## src/rtl/interrupt_priority_controller.sv

```systemverilog
// N-channel interrupt priority resolver in the style of the 8259A: IRR/ISR registers,
// edge/level capture, rotating priority, EOI commands and a one-cycle acknowledge handshake.
module interrupt_priority_controller #(
    parameter int NUM_IRQ = 8,
    parameter int ID_W    = $clog2(NUM_IRQ)
) (
    input  logic               clock,
    input  logic               reset_n,
    input  logic [NUM_IRQ-1:0] irq_in,
    input  logic               level_triggered,
    input  logic [NUM_IRQ-1:0] irq_mask,
    input  logic               special_mask_mode,
    input  logic               special_fully_nest,
    input  logic               auto_eoi,
    input  logic               rotate_on_aeoi,
    input  logic               eoi_valid,
    input  logic               eoi_specific,
    input  logic               eoi_rotate,
    input  logic [ID_W-1:0]    eoi_id,
    input  logic               set_prio_valid,
    input  logic [ID_W-1:0]    set_prio_id,
    input  logic               ack_valid,
    output logic               int_req,
    output logic               ack_id_valid,
    output logic [ID_W-1:0]    ack_id,
    output logic               ack_spurious,
    output logic [NUM_IRQ-1:0] irr,
    output logic [NUM_IRQ-1:0] isr,
    output logic [1:0]         fsm_state
);

    typedef enum logic [1:0] {
        IDLE = 2'd0,
        REQ  = 2'd1,
        ACK  = 2'd2
    } state_t;

    localparam logic [ID_W-1:0] LAST_ID = ID_W'(NUM_IRQ - 1);

    state_t             state;
    state_t             state_next;
    logic [NUM_IRQ-1:0] irq_prev;
    logic [ID_W-1:0]    lowest_id;
    logic [ID_W-1:0]    ack_id_q;
    logic               spurious_q;

    logic [ID_W:0]      isr_top;
    logic [ID_W:0]      req_top;
    logic [ID_W:0]      blk_top;
    logic [NUM_IRQ-1:0] blk_bits;
    logic [NUM_IRQ-1:0] isr_eoi;
    logic               eoi_hit;
    logic [ID_W-1:0]    eoi_target;
    logic               cand_valid;
    logic [ID_W-1:0]    cand_id;
    logic               ack_fire;
    logic               ack_good;
    logic [NUM_IRQ-1:0] ack_clear;
    logic [NUM_IRQ-1:0] irr_next;
    logic [NUM_IRQ-1:0] isr_next;
    logic [ID_W-1:0]    lowest_next;

    function automatic logic [ID_W-1:0] wrap_id(input logic [ID_W-1:0] base, input int offset);
        int sum;
        sum = int'(base) + offset;
        if (sum >= NUM_IRQ) sum = sum - NUM_IRQ;
        return sum[ID_W-1:0];
    endfunction

    // 0 = highest priority, i.e. the id just after lowest_id.
    function automatic logic [ID_W-1:0] rank_of(input logic [ID_W-1:0] id, input logic [ID_W-1:0] low);
        int diff;
        diff = int'(id) - int'(low) - 1;
        if (diff < 0) diff = diff + NUM_IRQ;
        return diff[ID_W-1:0];
    endfunction

    // Returns {found, id} of the highest-priority set bit; the descending loop lets the
    // highest-priority hit overwrite any lower one.
    function automatic logic [ID_W:0] pick_top(input logic [NUM_IRQ-1:0] bits, input logic [ID_W-1:0] low);
        logic [ID_W:0]   top;
        logic [ID_W-1:0] id;
        top = '0;
        for (int k = NUM_IRQ; k >= 1; k--) begin
            id = wrap_id(low, k);
            if (bits[id]) top = {1'b1, id};
        end
        return top;
    endfunction

    assign isr_top = pick_top(isr, lowest_id);

    // EOI is resolved first so that a same-cycle acknowledge sees the cleared ISR.
    always_comb begin
        isr_eoi    = isr;
        eoi_hit    = 1'b0;
        eoi_target = '0;
        if (eoi_valid) begin
            if (eoi_specific) begin
                if (int'(eoi_id) < NUM_IRQ) begin
                    eoi_hit    = 1'b1;
                    eoi_target = eoi_id;
                end
            end else if (isr_top[ID_W]) begin
                eoi_hit    = 1'b1;
                eoi_target = isr_top[ID_W-1:0];
            end
        end
        if (eoi_hit) isr_eoi[eoi_target] = 1'b0;
    end

    assign req_top  = pick_top(irr & ~irq_mask, lowest_id);
    assign blk_bits = special_mask_mode ? (isr_eoi & ~irq_mask) : isr_eoi;
    assign blk_top  = pick_top(blk_bits, lowest_id);
    assign cand_id  = req_top[ID_W-1:0];

    always_comb begin
        cand_valid = 1'b0;
        if (req_top[ID_W]) begin
            if (!blk_top[ID_W]) begin
                cand_valid = 1'b1;
            end else if (rank_of(blk_top[ID_W-1:0], lowest_id) > rank_of(cand_id, lowest_id)) begin
                cand_valid = 1'b1;
            end else if ((blk_top[ID_W-1:0] == cand_id) && special_fully_nest) begin
                cand_valid = 1'b1;
            end
        end
    end

    // Handshake: ack_valid is honoured only while int_req is high (state REQ); the answer
    // (ack_id_valid with ack_id/ack_spurious) appears for exactly one cycle on the next cycle.
    assign ack_fire = (state == REQ) && ack_valid;
    assign ack_good = ack_fire && cand_valid;

    always_ff @(posedge clock or negedge reset_n) begin
        if (!reset_n) begin
            state <= IDLE;
        end else begin
            state <= state_next;
        end
    end

    always_comb begin
        state_next = state;
        case (state)
            IDLE: if (cand_valid) state_next = REQ;
            REQ: begin
                if (ack_valid)        state_next = ACK;
                else if (!cand_valid) state_next = IDLE;
            end
            ACK:     state_next = IDLE;
            default: state_next = IDLE;
        endcase
    end

    always_comb begin
        int_req      = 1'b0;
        ack_id_valid = 1'b0;
        ack_id       = '0;
        ack_spurious = 1'b0;
        fsm_state    = state;
        if (state == REQ) int_req = 1'b1;
        if (state == ACK) begin
            ack_id_valid = 1'b1;
            ack_id       = ack_id_q;
            ack_spurious = spurious_q;
        end
    end

    // Ack ISR set is applied after the EOI clear, so a bit both acked and EOI'd ends set.
    always_comb begin
        ack_clear = '0;
        if (ack_good && !level_triggered) ack_clear[cand_id] = 1'b1;
        if (level_triggered) irr_next = irq_in;
        else                 irr_next = (irq_in & ~irq_prev) | (irr & irq_in & ~ack_clear);

        isr_next = isr_eoi;
        if (ack_good && !auto_eoi) isr_next[cand_id] = 1'b1;

        lowest_next = lowest_id;
        if (eoi_hit && eoi_rotate) begin
            lowest_next = eoi_target;
        end else if (ack_good && auto_eoi && rotate_on_aeoi) begin
            lowest_next = cand_id;
        end else if (set_prio_valid && (int'(set_prio_id) < NUM_IRQ)) begin
            lowest_next = set_prio_id;
        end
    end

    always_ff @(posedge clock or negedge reset_n) begin
        if (!reset_n) begin
            irr        <= '0;
            isr        <= '0;
            irq_prev   <= '0;
            lowest_id  <= LAST_ID;
            ack_id_q   <= '0;
            spurious_q <= 1'b0;
        end else begin
            irr       <= irr_next;
            isr       <= isr_next;
            irq_prev  <= irq_in;
            lowest_id <= lowest_next;
            if (ack_fire) begin
                ack_id_q   <= ack_good ? cand_id : LAST_ID;
                spurious_q <= !ack_good;
            end
        end
    end

endmodule
```

## config.mk

```make
export PLATFORM = sky130hd
export DESIGN_NAME = interrupt_priority_controller
export DESIGN_NICKNAME = d
export VERILOG_FILES = /design/src/rtl/interrupt_priority_controller.sv
export SDC_FILE = /design/constraint.sdc
export NUM_CORES = 1
export LEC_CHECK = 0
export CAP_MARGIN = 20
export CORE_UTILIZATION = 58
export DETAILED_ROUTE_END_ITERATION = 8
export MAX_ROUTING_LAYER = met4
export PLACE_DENSITY = 0.82
export SYNTH_ARGS = -nofsm -noshare
export SYNTH_HDL_FRONTEND = slang
export SYNTH_SLANG_ARGS = --single-unit
```

## constraint.sdc

```tcl
create_clock -name clock -period 10.4 [get_ports clock]
set_clock_uncertainty 0.2 [all_clocks]
set_input_delay 2.08 -clock clock [delete_from_list [all_inputs] [get_ports clock]]
set_output_delay 2.08 -clock clock [all_outputs]
set_load 0.02 [all_outputs]
```

==> impl_metrics.tcl <==
set metrics [dict create \
    cp.depth 31 \
    port-buffer-count 57 \
    fmax_ghz 0.1025 \
    initial_utilization 0.6077 \
    synth_top_family_by_area "compound AO/OA/AOI/OAI gates" \
    drive_above_1_share 0.1224 \
    synth_common_cells "nand2_1, nor2_1, a21oi_1" \
    cpMaxStageDelayCell "dfstp_2" \
    post_cts_resized 0 \
    die-area_um2 9073 \
    path_class "register to register" \
    synthTopCellsByArea "dfrtp_1, mux4_2, nand2_1, mux2i_1, a21oi_1" \
    synth_compound_area_frac 0.3771 \
    dr_wl_met2_um 8296 \
    synthMuxAreaShare 0.1528 \
    maxSlewHeadroom 0.4831 \
    cts.sinks 33 \
    rsz0062_at_grt "false" \
    postCtsSetupBuffers 0 \
    max_stage_delay_ns 0.77 \
    clockRootBuffer "clkbuf_8" \
    tns_ns 0 \
    ys_ff_latch 33 \
    yosys.area_share.xor_xnor 0.02630 \
    std_cell_rows 33 \
    global_route.usage.total 0.4356 \
    crit_required_ns 10.42 \
    min_period_ns 9.754 \
    vias 5887 \
    cts_inserted_buffers 5 \
    syn_nets 669 \
    netlist_instances 624 \
    yosysWarnings 0 \
    place.gp.congestion 1.038 \
    r2r.worst_path.cells 31 \
    path_max_fanout 24 \
    grt_pass1_wl_um 29300 \
    die_w_um 95.25 \
    cts_tree "yes" \
    yosysTopAreaCell "dfrtp_1" \
    critPathBufInv 3 \
    clock_latency_ns 0.29 \
    grt_start_max_net_pins 46 \
    slew_viol_final 0 \
    dp_hpwl_um 13750 \
    synth_cell_types 89 \
    setup_viol 0 \
    wl_per_cell_um 24.37 \
    crit_path_frequent_cell "ha_1" \
    ys_seq_area_frac 0.1645 \
    crit_arrival_ns 9.77 \
    antenna_left 0 \
    first_pass_iters 9 \
    clockBufferDepth 2 \
    cpLargestDelayFamily "compound AO/OA/AOI/OAI gates" \
    viasPerCell 7.675 \
    async_flop_share 1.000 \
    synthAdderAreaFrac 0.03027 \
    cts_hold_repair.buffers 0 \
    wl_met1_um 7110 \
    hold_path_depth 1 \
    crit_path_end_kind "register" \
    holdCritPathClass "register to register" \
    met3_length_um 2317 \
    post_synth.cell_area_avg_um2 8.083 \
    synth.most_common_cell "nand2_1" \
    synth_simple_gate_area_frac 0.1942 \
    start_kind "register" \
    holdWs_ns 0.2350 \
    wl_um 18690 \
    syn_to_final_growth_pct 14.91 \
    grt_pass1_vias 5582 \
    dr.first_iter.drc_count 882 \
    maxCapViolCount 0 \
    synth_top_area_frac 0.1488 \
    tightest_slew_ns 0.7653 \
    ios 58 \
    htreeDepth 2 \
    syn_area_um2 5044 \
    status "complete, no violations" \
    hold_viol 0 \
    drc 0 \
    synthFlopType "dfrtp_1" \
    core-area_um2 8299 \
    final_nets 706 \
    synth_edf_count 0 \
    antenna_found_initial 0 \
    grt-ovfl-total 0 \
    highest_layer "met4" \
    post-route-period-util 0.9379 \
    num-fill-cells 622 \
    die_h_um 95.25 \
    path_clk_slew_ns 0.08 \
    antenna_cells 0 \
]
placed cells by master, fill, tap and decap left out, types with 10 or more instances in the layout:
| cell | Yosys | final |
|---|---|---|
| dfrtp_1 | 30 | 30 |
| o21ai_0 | 30 | 30 |
| nor2_1 | 39 | 39 |
| nand3_1 | 18 | 18 |
| and2_1 | 14 | 14 |
| a21oi_1 | 34 | 34 |
| clkdlybuf4s50_1 | 0 | 57 |
| a21o_1 | 14 | 14 |
| nor3_1 | 13 | 13 |
| nand2_1 | 65 | 65 |
| mux2i_1 | 23 | 23 |
| a31oi_1 | 10 | 10 |
| mux4_2 | 19 | 19 |
| inv_1 | 20 | 20 |
| buf_4 | 1 | 17 |
| and3_1 | 10 | 10 |
| o21a_1 | 10 | 10 |
| xnor2_1 | 10 | 10 |
flip-flops by register name (all words and copies together), names as in the netlist:
| signal | count |
|---|---|
| irq_prev | 8 |
| irr | 8 |
| isr | 8 |
| ack_id_q | 3 |
| lowest_id | 3 |
| fsm_state | 2 |
| spurious_q | 1 |
worst paths after layout:
path                                            endpoint                     start  slack [ns]
worst max-delay path                    irr[0]$_DFF_PN0_  lowest_id[0]$_DFFE_PN1P_        0.65
min in group asynchronous               irr[6]$_DFF_PN0_                   reset_n        1.99
worst min-delay path                    irr[2]$_DFF_PN0_     irq_prev[2]$_DFF_PN0_        0.23
worst max register to register          irr[0]$_DFF_PN0_  lowest_id[0]$_DFFE_PN1P_        0.65
worst min register to register          irr[2]$_DFF_PN0_     irq_prev[2]$_DFF_PN0_        0.23
max in group asynchronous       lowest_id[0]$_DFFE_PN1P_                   reset_n        7.68
logic make-up (layout without fill, tap and decap cells):
logic type / Yosys count / in the layout
AOI/OAI and AO/OA: 246 / 246
adders and majority gates: 11 / 11
buffers and inverters: 67 / 105
DFF: 33 / 33
and+or+nand+nor: 202 / 202
xor gates and xnor gates: 13 / 13
muxes: 52 / 52
metrics by stage:
stage                     setup WS [ns]  std cells    util  cell area (um2)
after global routing             0.1002        767  0.6983             5796
after global placement            1.076        759  0.6867             5699
final                            0.6463        767  0.6983             5796
after floorplan                   1.693        624       -             5044
after detailed placement         0.6802        759  0.6867             5699
after CTS                        0.8476        767  0.6983             5796
per-layer routing:
metal	up-vias	GRT usage
li1	2524	-
met1	2738	0.5489
met2	518	0.6649
met3	107	0.09968
met4	0	0.1944
met5	-	-
worst reg2reg max path, delay by kind of cell (launching register included):
family	cells	cell delay [ns]
XOR/XNOR	3	0.51
multiplexers	2	0.87
buffers and inverters	3	0.66
AND/OR/NAND/NOR	3	1.12
flip-flops	1	0.77
AO/OA/AOI/OAI	15	3.91
adder cells (fa/ha/maj)	5	1.64
cell type report:
cell class | count | area [um2] | share of cell area
inverter | 22 | 82.58 | 0.01425
timing repair buffer | 75 | 718.2 | 0.1239
clock buffer | 6 | 82.58 | 0.01425
sequential | 33 | 829.5 | 0.1431
clock inverter | 2 | 13.76 | 0.002375
multi-input combinational | 524 | 3938 | 0.6794
tap | 105 | 131.4 | 0.02267
Power is left out: the tool's default activity adds up to more than one toggle a clock period on the data nets, which glitch-free logic cannot reach.
